==> src/rtl/mem_port_arbiter.sv <==
// -----------------------------------------------------------------------------
// mem_port_arbiter
//
// Shares the core's single unified memory port between instruction fetch and
// the load/store unit. One request is latched at a time, driven onto the
// memory port, and its response is routed back to whoever issued it. Fetch
// responses that were in flight across a control-flow redirect (flush) are
// swallowed. Data normally wins contested arbitration, but after STARVE_LIMIT
// consecutive contested data grants fetch is given the next contested slot.
//
// Parameters:
//   STARVE_LIMIT   contested data grants before fetch is forced through (1..15)
//
// Ports:
//   clk, rst_n            clock, asynchronous active-low reset
//   flush                 control-flow redirect; kills pending/in-flight fetch
//   if_req_*              fetch request (valid/addr) and one-cycle ready pulse
//   if_resp_*             fetch response (one-cycle valid pulse + data)
//   d_req_*               load/store request (valid/addr/we/wdata/wstrb), ready
//   d_resp_*              load/store response (one-cycle valid pulse + data)
//   mem_req_*             request to memory, fields held while valid
//   mem_resp_*            response from memory (reads and writes)
//   busy                  a transaction is in progress
// -----------------------------------------------------------------------------
module mem_port_arbiter #(
   parameter int unsigned STARVE_LIMIT = 4
) (
   input  logic        clk,
   input  logic        rst_n,
   input  logic        flush,

   input  logic        if_req_valid,
   input  logic [31:0] if_req_addr,
   output logic        if_req_ready,
   output logic        if_resp_valid,
   output logic [31:0] if_resp_data,

   input  logic        d_req_valid,
   input  logic [31:0] d_req_addr,
   input  logic        d_req_we,
   input  logic [31:0] d_req_wdata,
   input  logic [3:0]  d_req_wstrb,
   output logic        d_req_ready,
   output logic        d_resp_valid,
   output logic [31:0] d_resp_data,

   output logic        mem_req_valid,
   input  logic        mem_req_ready,
   output logic [31:0] mem_req_addr,
   output logic        mem_req_we,
   output logic [31:0] mem_req_wdata,
   output logic [3:0]  mem_req_wstrb,
   input  logic        mem_resp_valid,
   input  logic [31:0] mem_resp_data,

   output logic        busy
);

   typedef enum logic [1:0] {
      IDLE  = 2'd0,
      ISSUE = 2'd1,
      WAIT  = 2'd2
   } state_t;

   localparam logic [3:0] LIMIT = 4'(STARVE_LIMIT);

   state_t      state_reg, state_next;
   logic        owner_fetch_reg, owner_fetch_next;
   logic        drop_reg, drop_next;
   logic [3:0]  starve_cnt_reg, starve_cnt_next;
   logic [31:0] addr_reg, addr_next;
   logic        we_reg, we_next;
   logic [31:0] wdata_reg, wdata_next;
   logic [3:0]  wstrb_reg, wstrb_next;
   logic        if_resp_valid_reg, if_resp_valid_next;
   logic [31:0] if_resp_data_reg, if_resp_data_next;
   logic        d_resp_valid_reg, d_resp_valid_next;
   logic [31:0] d_resp_data_reg, d_resp_data_next;

   logic fetch_eff;
   logic contested;
   logic fetch_wins;

   // A fetch raised in the same cycle as a redirect is already stale.
   assign fetch_eff  = if_req_valid & ~flush;
   assign contested  = fetch_eff & d_req_valid;
   assign fetch_wins = fetch_eff & (~d_req_valid | (starve_cnt_reg == LIMIT));

   always_comb begin
      state_next         = state_reg;
      owner_fetch_next   = owner_fetch_reg;
      drop_next          = drop_reg;
      starve_cnt_next    = starve_cnt_reg;
      addr_next          = addr_reg;
      we_next            = we_reg;
      wdata_next         = wdata_reg;
      wstrb_next         = wstrb_reg;
      if_resp_valid_next = 1'b0;
      if_resp_data_next  = if_resp_data_reg;
      d_resp_valid_next  = 1'b0;
      d_resp_data_next   = d_resp_data_reg;
      if_req_ready       = 1'b0;
      d_req_ready        = 1'b0;

      case (state_reg)
         IDLE: begin
            drop_next = 1'b0;
            if (fetch_wins) begin
               if_req_ready     = 1'b1;
               owner_fetch_next = 1'b1;
               addr_next        = if_req_addr;
               we_next          = 1'b0;
               wdata_next       = 32'd0;
               wstrb_next       = 4'd0;
               starve_cnt_next  = 4'd0;
               state_next       = ISSUE;
            end else if (d_req_valid) begin
               d_req_ready      = 1'b1;
               owner_fetch_next = 1'b0;
               addr_next        = d_req_addr;
               we_next          = d_req_we;
               wdata_next       = d_req_wdata;
               wstrb_next       = d_req_wstrb;
               // Only grants that actually beat a waiting fetch count
               // toward starvation; the counter saturates at the limit.
               if (contested && (starve_cnt_reg < LIMIT)) begin
                  starve_cnt_next = starve_cnt_reg + 4'd1;
               end
               state_next = ISSUE;
            end
         end

         ISSUE: begin
            // The memory request is never retracted; a flushed fetch is
            // allowed to finish and its data is discarded on return.
            if (owner_fetch_reg && flush) begin
               drop_next = 1'b1;
            end
            if (mem_req_ready) begin
               state_next = WAIT;
            end
         end

         WAIT: begin
            if (mem_resp_valid) begin
               state_next = IDLE;
               drop_next  = 1'b0;
               if (owner_fetch_reg) begin
                  // A redirect in the response cycle itself also kills it.
                  if_resp_valid_next = ~(drop_reg | flush);
                  if_resp_data_next  = mem_resp_data;
               end else begin
                  d_resp_valid_next = 1'b1;
                  d_resp_data_next  = mem_resp_data;
               end
            end else if (owner_fetch_reg && flush) begin
               drop_next = 1'b1;
            end
         end

         default: begin
            state_next = IDLE;
         end
      endcase
   end

   always_ff @(posedge clk or negedge rst_n) begin
      if (!rst_n) begin
         state_reg         <= IDLE;
         owner_fetch_reg   <= 1'b0;
         drop_reg          <= 1'b0;
         starve_cnt_reg    <= 4'd0;
         addr_reg          <= 32'd0;
         we_reg            <= 1'b0;
         wdata_reg         <= 32'd0;
         wstrb_reg         <= 4'd0;
         if_resp_valid_reg <= 1'b0;
         if_resp_data_reg  <= 32'd0;
         d_resp_valid_reg  <= 1'b0;
         d_resp_data_reg   <= 32'd0;
      end else begin
         state_reg         <= state_next;
         owner_fetch_reg   <= owner_fetch_next;
         drop_reg          <= drop_next;
         starve_cnt_reg    <= starve_cnt_next;
         addr_reg          <= addr_next;
         we_reg            <= we_next;
         wdata_reg         <= wdata_next;
         wstrb_reg         <= wstrb_next;
         if_resp_valid_reg <= if_resp_valid_next;
         if_resp_data_reg  <= if_resp_data_next;
         d_resp_valid_reg  <= d_resp_valid_next;
         d_resp_data_reg   <= d_resp_data_next;
      end
   end

   assign mem_req_valid = (state_reg == ISSUE);
   assign mem_req_addr  = addr_reg;
   assign mem_req_we    = we_reg;
   assign mem_req_wdata = wdata_reg;
   assign mem_req_wstrb = wstrb_reg;
   assign if_resp_valid = if_resp_valid_reg;
   assign if_resp_data  = if_resp_data_reg;
   assign d_resp_valid  = d_resp_valid_reg;
   assign d_resp_data   = d_resp_data_reg;
   assign busy          = (state_reg != IDLE);

endmodule

==> config.mk <==
export PLATFORM = sky130hd
export DESIGN_NAME = mem_port_arbiter
export DESIGN_NICKNAME = d
export VERILOG_FILES = /design/src/rtl/mem_port_arbiter.sv
export SDC_FILE = /design/constraint.sdc
export NUM_CORES = 1
export LEC_CHECK = 0
export CORE_AREA = 2 2 125 127
export CTS_CLUSTER_DIAMETER = 120
export DETAILED_ROUTE_END_ITERATION = 10
export DIE_AREA = 0 0 127 129
export GPL_ROUTABILITY_DRIVEN = 0
export PLACE_DENSITY = 0.88
export SLEW_MARGIN = 20
export SYNTH_ARGS = -nofsm -noshare
export SYNTH_HDL_FRONTEND = slang
export SYNTH_SLANG_ARGS = --single-unit
==> constraint.sdc <==
create_clock -name clk -period 1.88 [get_ports clk]
set_input_delay 0.376 -clock clk [delete_from_list [all_inputs] [get_ports clk]]
set_output_delay 0.376 -clock clk [all_outputs]
set_load 0.005 [all_outputs]
==> results.md, run 1 <==
* Area of the multi-input gates at 2390 sq um
* Internal power at 10.7 mW
* Pins Over Slew Limit at 0
* Synth cell types at 33
* Starting Density at 41.3%
* Net switching power at 4.73 mW
* Dpl cell area at 9380 sq um
* Tcrit/Tclk final at 108%
* H-tree depth at 4
* Final Instance Area at 10,100 sq um
* R2R Setup Slk at 0.09 ns
* Top_reg_cell synth: dfrtp_1
* CTS tree: built
* HPWL after DPL at 13.1 mm
* Dpl ws at -0.481 ns
* Setup TNS at -0.299 ns
* Unrepaired setup endpoints after global routing: true
* Synthesis-to-layout area growth at 63.3%
* EDFF count, synth at 0
* Total grt overflow at 0
* Min Tclk post-route at 2.04 ns
* Required time of the critical path at 1.50 ns
* Comb power frac at 42.4%
* Vias in the first global route at 5,922
* Ports at 279
* Part of the power in registers at 34.3%
* Leakage at 4.59 nW
* Fin. Hold Viols at 0
* Setup CP Type: register to output pin
* CP arrival at 1.66 ns
* Total Nets Final at 1,078
* #FFs+latches synth at 143
* VDD IR max at 0.698 mV
* Ys async rst share at 100%
* Maxcap violations at 0
* Post-Syn Area at 6190 sq um
* CP endpoint kind: output pin
* CTS root buf: clkbuf_16
* Gr usage total at 23.0%
* Final core utilization at 67.5%
* DRT Pass-1 Iters at 4
* Die area at 16,400 sq um
* Initial antenna violation count at 0
* Non-filler cells, final at 1,133
* FF+latch area at 3580 sq um
* PwrDens at 1520 nW/um^2
* Worst-Margin Slew at 0.461 ns
* Gate Count Post-Synth at 637
* Max Fclk at 491 MHz
* Yosys warns at 0
* HP Class: register to register
* Fraction of power consumed by the clock network at 23.2%
* Total Wirelength at 18.5 mm
* Relative slew slack at 69.3%
* Syn nets at 783
* CTS sink cnt at 143
* First-pass GRT wire length at 29.6 mm
* Clk buf depth at 2
* CTS Buf Count at 17
* Layout cell share with drive strength beyond 1 at 12.4%
* Core box area at 15,000 sq um
* Seq/Total Area, Yosys at 57.8%
* Core Rows at 45
* Number of vias per cell at 5.08
* N_diodes at 0
* Detailed-route via count at 5,751
* Avg WL per Cell at 16.3 um
* Final WS setup at -0.156 ns
* Setup crit start kind: register
* Antenna-violating nets left at 0
* Syn Area/Cell at 9.71 sq um
* Drt initial violations at 323
* IO Port Bufs at 278
* Sw Ratio at 30.7%
* Final setup fails at 2
* Clk_lat worst skew at 0.41 ns
* Outcome: finished with violations
* Largest net degree at the start of global routing at 63
* Worst Path Max Fanout at 3
* Setup Skew at 0.00551 ns
* Die Wd at 127 um
* Filler cell count at 1,143
* CTS clk-pin slew, worst paths at 0.06 ns
* Dpl cells at 1,094
* # DRC at 0
* Chip height at 129 um
* Failing checks: negative setup slack
[power groups by stage]
| stage | Sequential, mW | Clock [mW] | Combinational, mW |
|---|---|---|---|
| after floorplan | 5.34 | 0 | 2.40 |
| after global placement | 5.22 | 0 | 6.29 |
| after detailed placement | 5.32 | 0 | 6.45 |
| after CTS | 5.28 | 3.65 | 6.56 |
| after global routing | 5.45 | 3.80 | 7.12 |
| final | 5.28 | 3.58 | 6.53 |
[final timing paths]
check / from / endpoint / depth (start not counted)
worst max-delay path: starve_cnt_reg[0]$_DFFE_PN0P_ / if_req_ready / 6
worst min-delay path: drop_reg$_DFFE_PN0P_ / if_resp_valid$_DFF_PN0_ / 1
worst max register to register: starve_cnt_reg[0]$_DFFE_PN0P_ / mem_req_wdata[22]$_DFFE_PN0P_ / 10
worst min register to register: drop_reg$_DFFE_PN0P_ / if_resp_valid$_DFF_PN0_ / 1
max in group asynchronous: rst_n / d_resp_data[24]$_DFFE_PN0P_ / 3
min in group asynchronous: rst_n / mem_req_addr[2]$_DFFE_PN0P_ / 2
[layout by cell type, fill, tap and decap left out, types with 2 or more instances in the layout]
master	count
buf_12	10
dfrtp_1	143
or3_1	33
nor2_1	66
bufinv_16	4
ha_1	4
clkinv_4	3
buf_2	2
a21oi_1	5
clkbuf_16	18
clkdlybuf4s50_1	273
clkdlybuf4s15_1	2
o221ai_1	32
clkbuf_1	2
o21ai_0	27
inv_6	2
o21ai_1	12
mux2_2	33
nand2_1	173
nor3_1	33
inv_1	7
buf_4	28
nand3_1	3
clkinvlp_4	2
a31oi_1	2
inv_2	4
buf_6	2
[cells in the mapped netlist, drive strengths merged, types with 2 or more instances]
cell type / number / area share (%)
or3: 33 / 3.3
o221ai: 32 / 4.5
dfrtp: 143 / 58
nand2: 173 / 10
a21oi: 5 / 0.40
nor2b: 2 / 0.20
nand3: 3 / 0.24
clkbuf: 20 / 1.2
nor2: 66 / 4.0
a31oi: 2 / 0.20
inv: 11 / 0.67
nor3: 33 / 2.7
ha: 6 / 1.2
o21ai: 41 / 3.3
mux2: 33 / 6.0
buf: 23 / 2.3
[repair_timing]
item | CTS | global route
setup endpoints to repair | 4 | 67
gates cloned | 0 | 1
setup buffers | 6 | 0
hold buffers | 1 | 0
pin swaps | 4 | 4
hold endpoints to repair | 40 | 0
gates resized for setup | 18 | 8
[cell type report]
| class | count | share of cell area, % |
|---|---|---|
| Multi-Input combinational cell | 440 | 23.7 |
| Clock buffer | 20 | 4.42 |
| Sequential cell | 143 | 35.4 |
| Timing Repair Buffer | 319 | 32.0 |
| Tap cell | 188 | 2.33 |
| Clock inverter | 12 | 1.82 |
| Inverter | 11 | 0.409 |
[logic make-up (layout without fill, tap and decap cells)]
logic type / count (synthesis) / count (layout) / share of synthesized area [%]
buffers and inverters: 54 / 362 / 4.16
adders and majority gates: 6 / 6 / 1.21
muxes: 33 / 33 / 6.00
and+or+nand+nor: 316 / 316 / 21.6
DFF: 143 / 143 / 57.8
AOI/OAI and AO/OA: 85 / 85 / 9.16
[worst max-delay path, cell delays in order (launching register included)]
cell	delay, ns
dfrtp_1	0.35
inv_1	0.05
ha_2	0.18
and3b_2	0.23
o211ai_2	0.21
inv_1	0.09
buf_2	0.14
[layer usage]
layer / share of wire, % / GRT usage, % / wire [um] / up-vias
met5: 0 / 0 / 0 / -
met1: 39 / 26.8 / 7220 / 2716
met3: 7.6 / 6.44 / 1410 / 32
li1: - / - / - / 2751
met2: 51 / 40.3 / 9410 / 252
met4: 2.4 / 9.05 / 445 / 0
[per-stage QoR]
step,hold slack (ns),total power [mW]
after floorplan,0.0804,7.74
after global placement,0.341,11.5
after detailed placement,0.342,11.8
after CTS,0.435,15.5
after global routing,0.462,16.4
final,0.437,15.4
No activity file was read; power rests on OpenSTA's default activity.
==> run 2: changes to the inputs <==
--- a/config.mk
+++ b/config.mk
@@ -6,7 +6,6 @@
 export NUM_CORES = 1
 export LEC_CHECK = 0
 export CORE_AREA = 2 2 125 127
-export CTS_CLUSTER_DIAMETER = 120
 export DETAILED_ROUTE_END_ITERATION = 10
 export DIE_AREA = 0 0 127 129
 export GPL_ROUTABILITY_DRIVEN = 0
==> constraint.sdc (replaced) <==
create_clock -name clk -period 1.88 [get_ports clk]
set_input_delay 0.188 -clock clk [delete_from_list [all_inputs] [get_ports clk]]
set_output_delay 0.188 -clock clk [all_outputs]
set_load 0.005 [all_outputs]
==> run 2 against run 1 <==
  * The flow now finishes without violations
  * Cell count is 1.2% lower
  * Routed wire length down 4.0%
  * Via count shrank 1.8%
  * Power down 1.8%
  * Worst setup slack better by 0.23 ns
  * Maximum frequency is 13% higher
  * Non-clock buffer count shrank 13
  * Sequential power about the same
  * Cell area shrank 1.8%
  * Sequential share of layout area increased by 0.63 points
==> results.md, run 2 (synthesis results as in run 1) <==
* Outcome: finished clean (was finished with violations)
* Non-filler cells, final at 1,119 (was 1,133)
* Relative slew slack at 69.7% (was 69.3%)
* CP arrival at 1.62 ns (was 1.66 ns)
* HPWL after DPL at 12.7 mm (was 13.1 mm)
* Ports at 279 (unchanged)
* Worst r2r dst: mem_req_wdata[27]$_DFFE_PN0P_ (was mem_req_wdata[22]$_DFFE_PN0P_)
* Worst-Margin Slew at 0.455 ns (was 0.461 ns)
* Maxcap violations at 0 (unchanged)
* Most common cell after layout, fill and taps aside: clkdlybuf4s50_1 (unchanged)
* Total grt overflow at 0 (unchanged)
* CTS Buf Count at 17 (unchanged)
* Starting Density at 41.3% (unchanged)
* H-tree depth at 4 (unchanged)
* Setup CP Type: register to output pin (unchanged)
* HP Class: input pin to async pin (was register to register)
* Initial antenna violation count at 0 (unchanged)
* Critical R2R Launch: starve_cnt_reg[0]$_DFFE_PN0P_ (unchanged)
* Setup crit start kind: register (unchanged)
* DRT Pass-1 Iters at 5 (was 4)
* Tcrit/Tclk final at 96.3% (was 108%)
* Gr usage total at 21.9% (was 23.0%)
* Antenna-violating nets left at 0 (unchanged)
* Most frequent cells in the layout: clkdlybuf4s50_1 (273), nand2_1 (173), dfrtp_1 (143) (unchanged)
* Total Nets Final at 1,065 (was 1,078)
* N_diodes at 0 (unchanged)
* Die area at 16,400 sq um (unchanged)
* CTS tree: built (unchanged)
* PwrDens at 1520 nW/um^2 (about the same)
* Setup TNS at 0 ns (was -0.299 ns)
* Leakage at 4.48 nW (was 4.59 nW)
* R2R cell count at 7 (was 10)
* Chip height at 129 um (unchanged)
* Die Wd at 127 um (unchanged)
* Required time of the critical path at 1.69 ns (was 1.50 ns)
* Min Tclk post-route at 1.81 ns (was 2.04 ns)
* Synthesis-to-layout area growth at 60.5% (was 63.3%)
* Setup Skew at 0.00866 ns (was 0.00551 ns)
* Total Wirelength at 17.7 mm (was 18.5 mm)
* First-pass GRT wire length at 28.4 mm (was 29.6 mm)
* R2R Setup Slk at 0.13 ns (was 0.09 ns)
* Detailed-route via count at 5,648 (was 5,751)
* Largest net degree at the start of global routing at 86 (was 63)
* CTS sink cnt at 143 (unchanged)
* Vias in the first global route at 5,618 (was 5,922)
* Core box area at 15,000 sq um (unchanged)
* Crit path from: starve_cnt_reg[0]$_DFFE_PN0P_ (unchanged)
* Avg WL per Cell at 15.9 um (was 16.3 um)
* Final setup fails at 0 (was 2)
* VDD IR max at 0.717 mV (was 0.698 mV)
* IO Port Bufs at 278 (unchanged)
* Core Rows at 45 (unchanged)
* Worst Path Max Fanout at 3 (unchanged)
* Clk buf depth at 2 (unchanged)
* Pins Over Slew Limit at 0 (unchanged)
* Number of vias per cell at 5.05 (was 5.08)
* CP endpoint kind: output pin (unchanged)
* Unrepaired setup endpoints after global routing: true (unchanged)
* Clk_lat worst skew at 0.41 ns (about the same)
* CTS root buf: clkbuf_16 (unchanged)
* CTS clk-pin slew, worst paths at 0.06 ns (about the same)
* Dpl cells at 1,084 (was 1,094)
* # DRC at 0 (unchanged)
* Layout cell share with drive strength beyond 1 at 11.0% (was 12.4%)
* Drt initial violations at 279 (was 323)
* Max Fclk at 553 MHz (was 491 MHz)
* Fin. Hold Viols at 0 (unchanged)
* Power after layout at 15.1 mW (was 15.4 mW)
==> run 2: cell types whose count changed in the layout (fill, tap and decap cells not counted), moves of 2 or more <==
cell,before,now
inv_2,4,1
clkinvlp_4,2,4
o21ai_1,12,10
o21ai_0,27,29
dlygate4sd2_1,0,2
clkinv_4,3,1
clkdlybuf4s15_1,2,0
inv_1,7,10
buf_4,28,18
buf_12,10,7
==> run 2: per-stage QoR <==
step	hold slack, ns	cell area [sq um]	setup slack [ns]	util, %
2_1_floorplan	-0.108	6190	0.290	-
3_3_place_gp	-0.0251	9280	-0.00982	61.9
3_5_place_dp	-0.0258	9280	-0.0492	61.9
4_1_cts	0.0984	9920	-0.0501	66.2
5_1_grt	0.120	9930	-0.00478	66.3
6_report	0.112	9930	0.0703	66.3
==> run 2: area by class of cell <==
cell class / instances / area (sq um)
Clock buffer: 19 / 443
Timing Repair Buffer: 306 / 3080
Inverter: 11 / 41.3
Multi-Input combinational cell: 440 / 2390
Tap cell: 188 / 235
Fill cell: 1163 / 5050
Sequential cell: 143 / 3580
Clock inverter: 12 / 160
==> run 2: worst max-delay path by stage <==
| stage | to | slack, ns | depth (start not counted) |
|---|---|---|---|
| 2_1_floorplan | mem_req_addr[12]$_DFFE_PN0P_ | 0.29 | 8 |
| 3_3_place_gp | if_req_ready | -0.01 | 5 |
| 3_5_place_dp | starve_cnt_reg[0]$_DFFE_PN0P_ | -0.05 | 6 |
| 4_1_cts | d_req_ready | -0.05 | 6 |
| 5_1_grt | if_req_ready | -0.005 | 6 |
| 6_report | d_req_ready | 0.07 | 6 |
==> run 2: critical path: stages, from the launching register on <==
cell and delay (ns):
dfrtp_1 0.35, inv_1 0.05, ha_2 0.17, and3b_2 0.22, o21ai_2 0.16, and3_1 0.15, buf_2 0.12
==> run 2: repair_timing <==
action                                 in CTS  in global routing
setup endpoints to repair                   6                  6
hold buffers                                1                  0
endpoints found under the hold margin     143                  0
setup buffers                               2                  1
gates resized for setup                    10                  7
pin swaps                                   0                  3
==> run 2: layer usage <==
layer  part of all wire, %  routed length [um]  track usage [%]
met2                    51                9050             38.6
met3                   8.1                1430             5.95
met1                    39                6980             26.0
met4                   1.6                 278             7.18
met5                     0                   0                0
==> run 2: power by group <==
group          leakage (nW)  total, mW  internal [mW]  switching [mW]
registers              1.80       5.29           4.46           0.825
logic                  2.40       6.38           3.87            2.52
clock network         0.282       3.44           2.13            1.31
total                  4.48       15.1           10.5            4.65
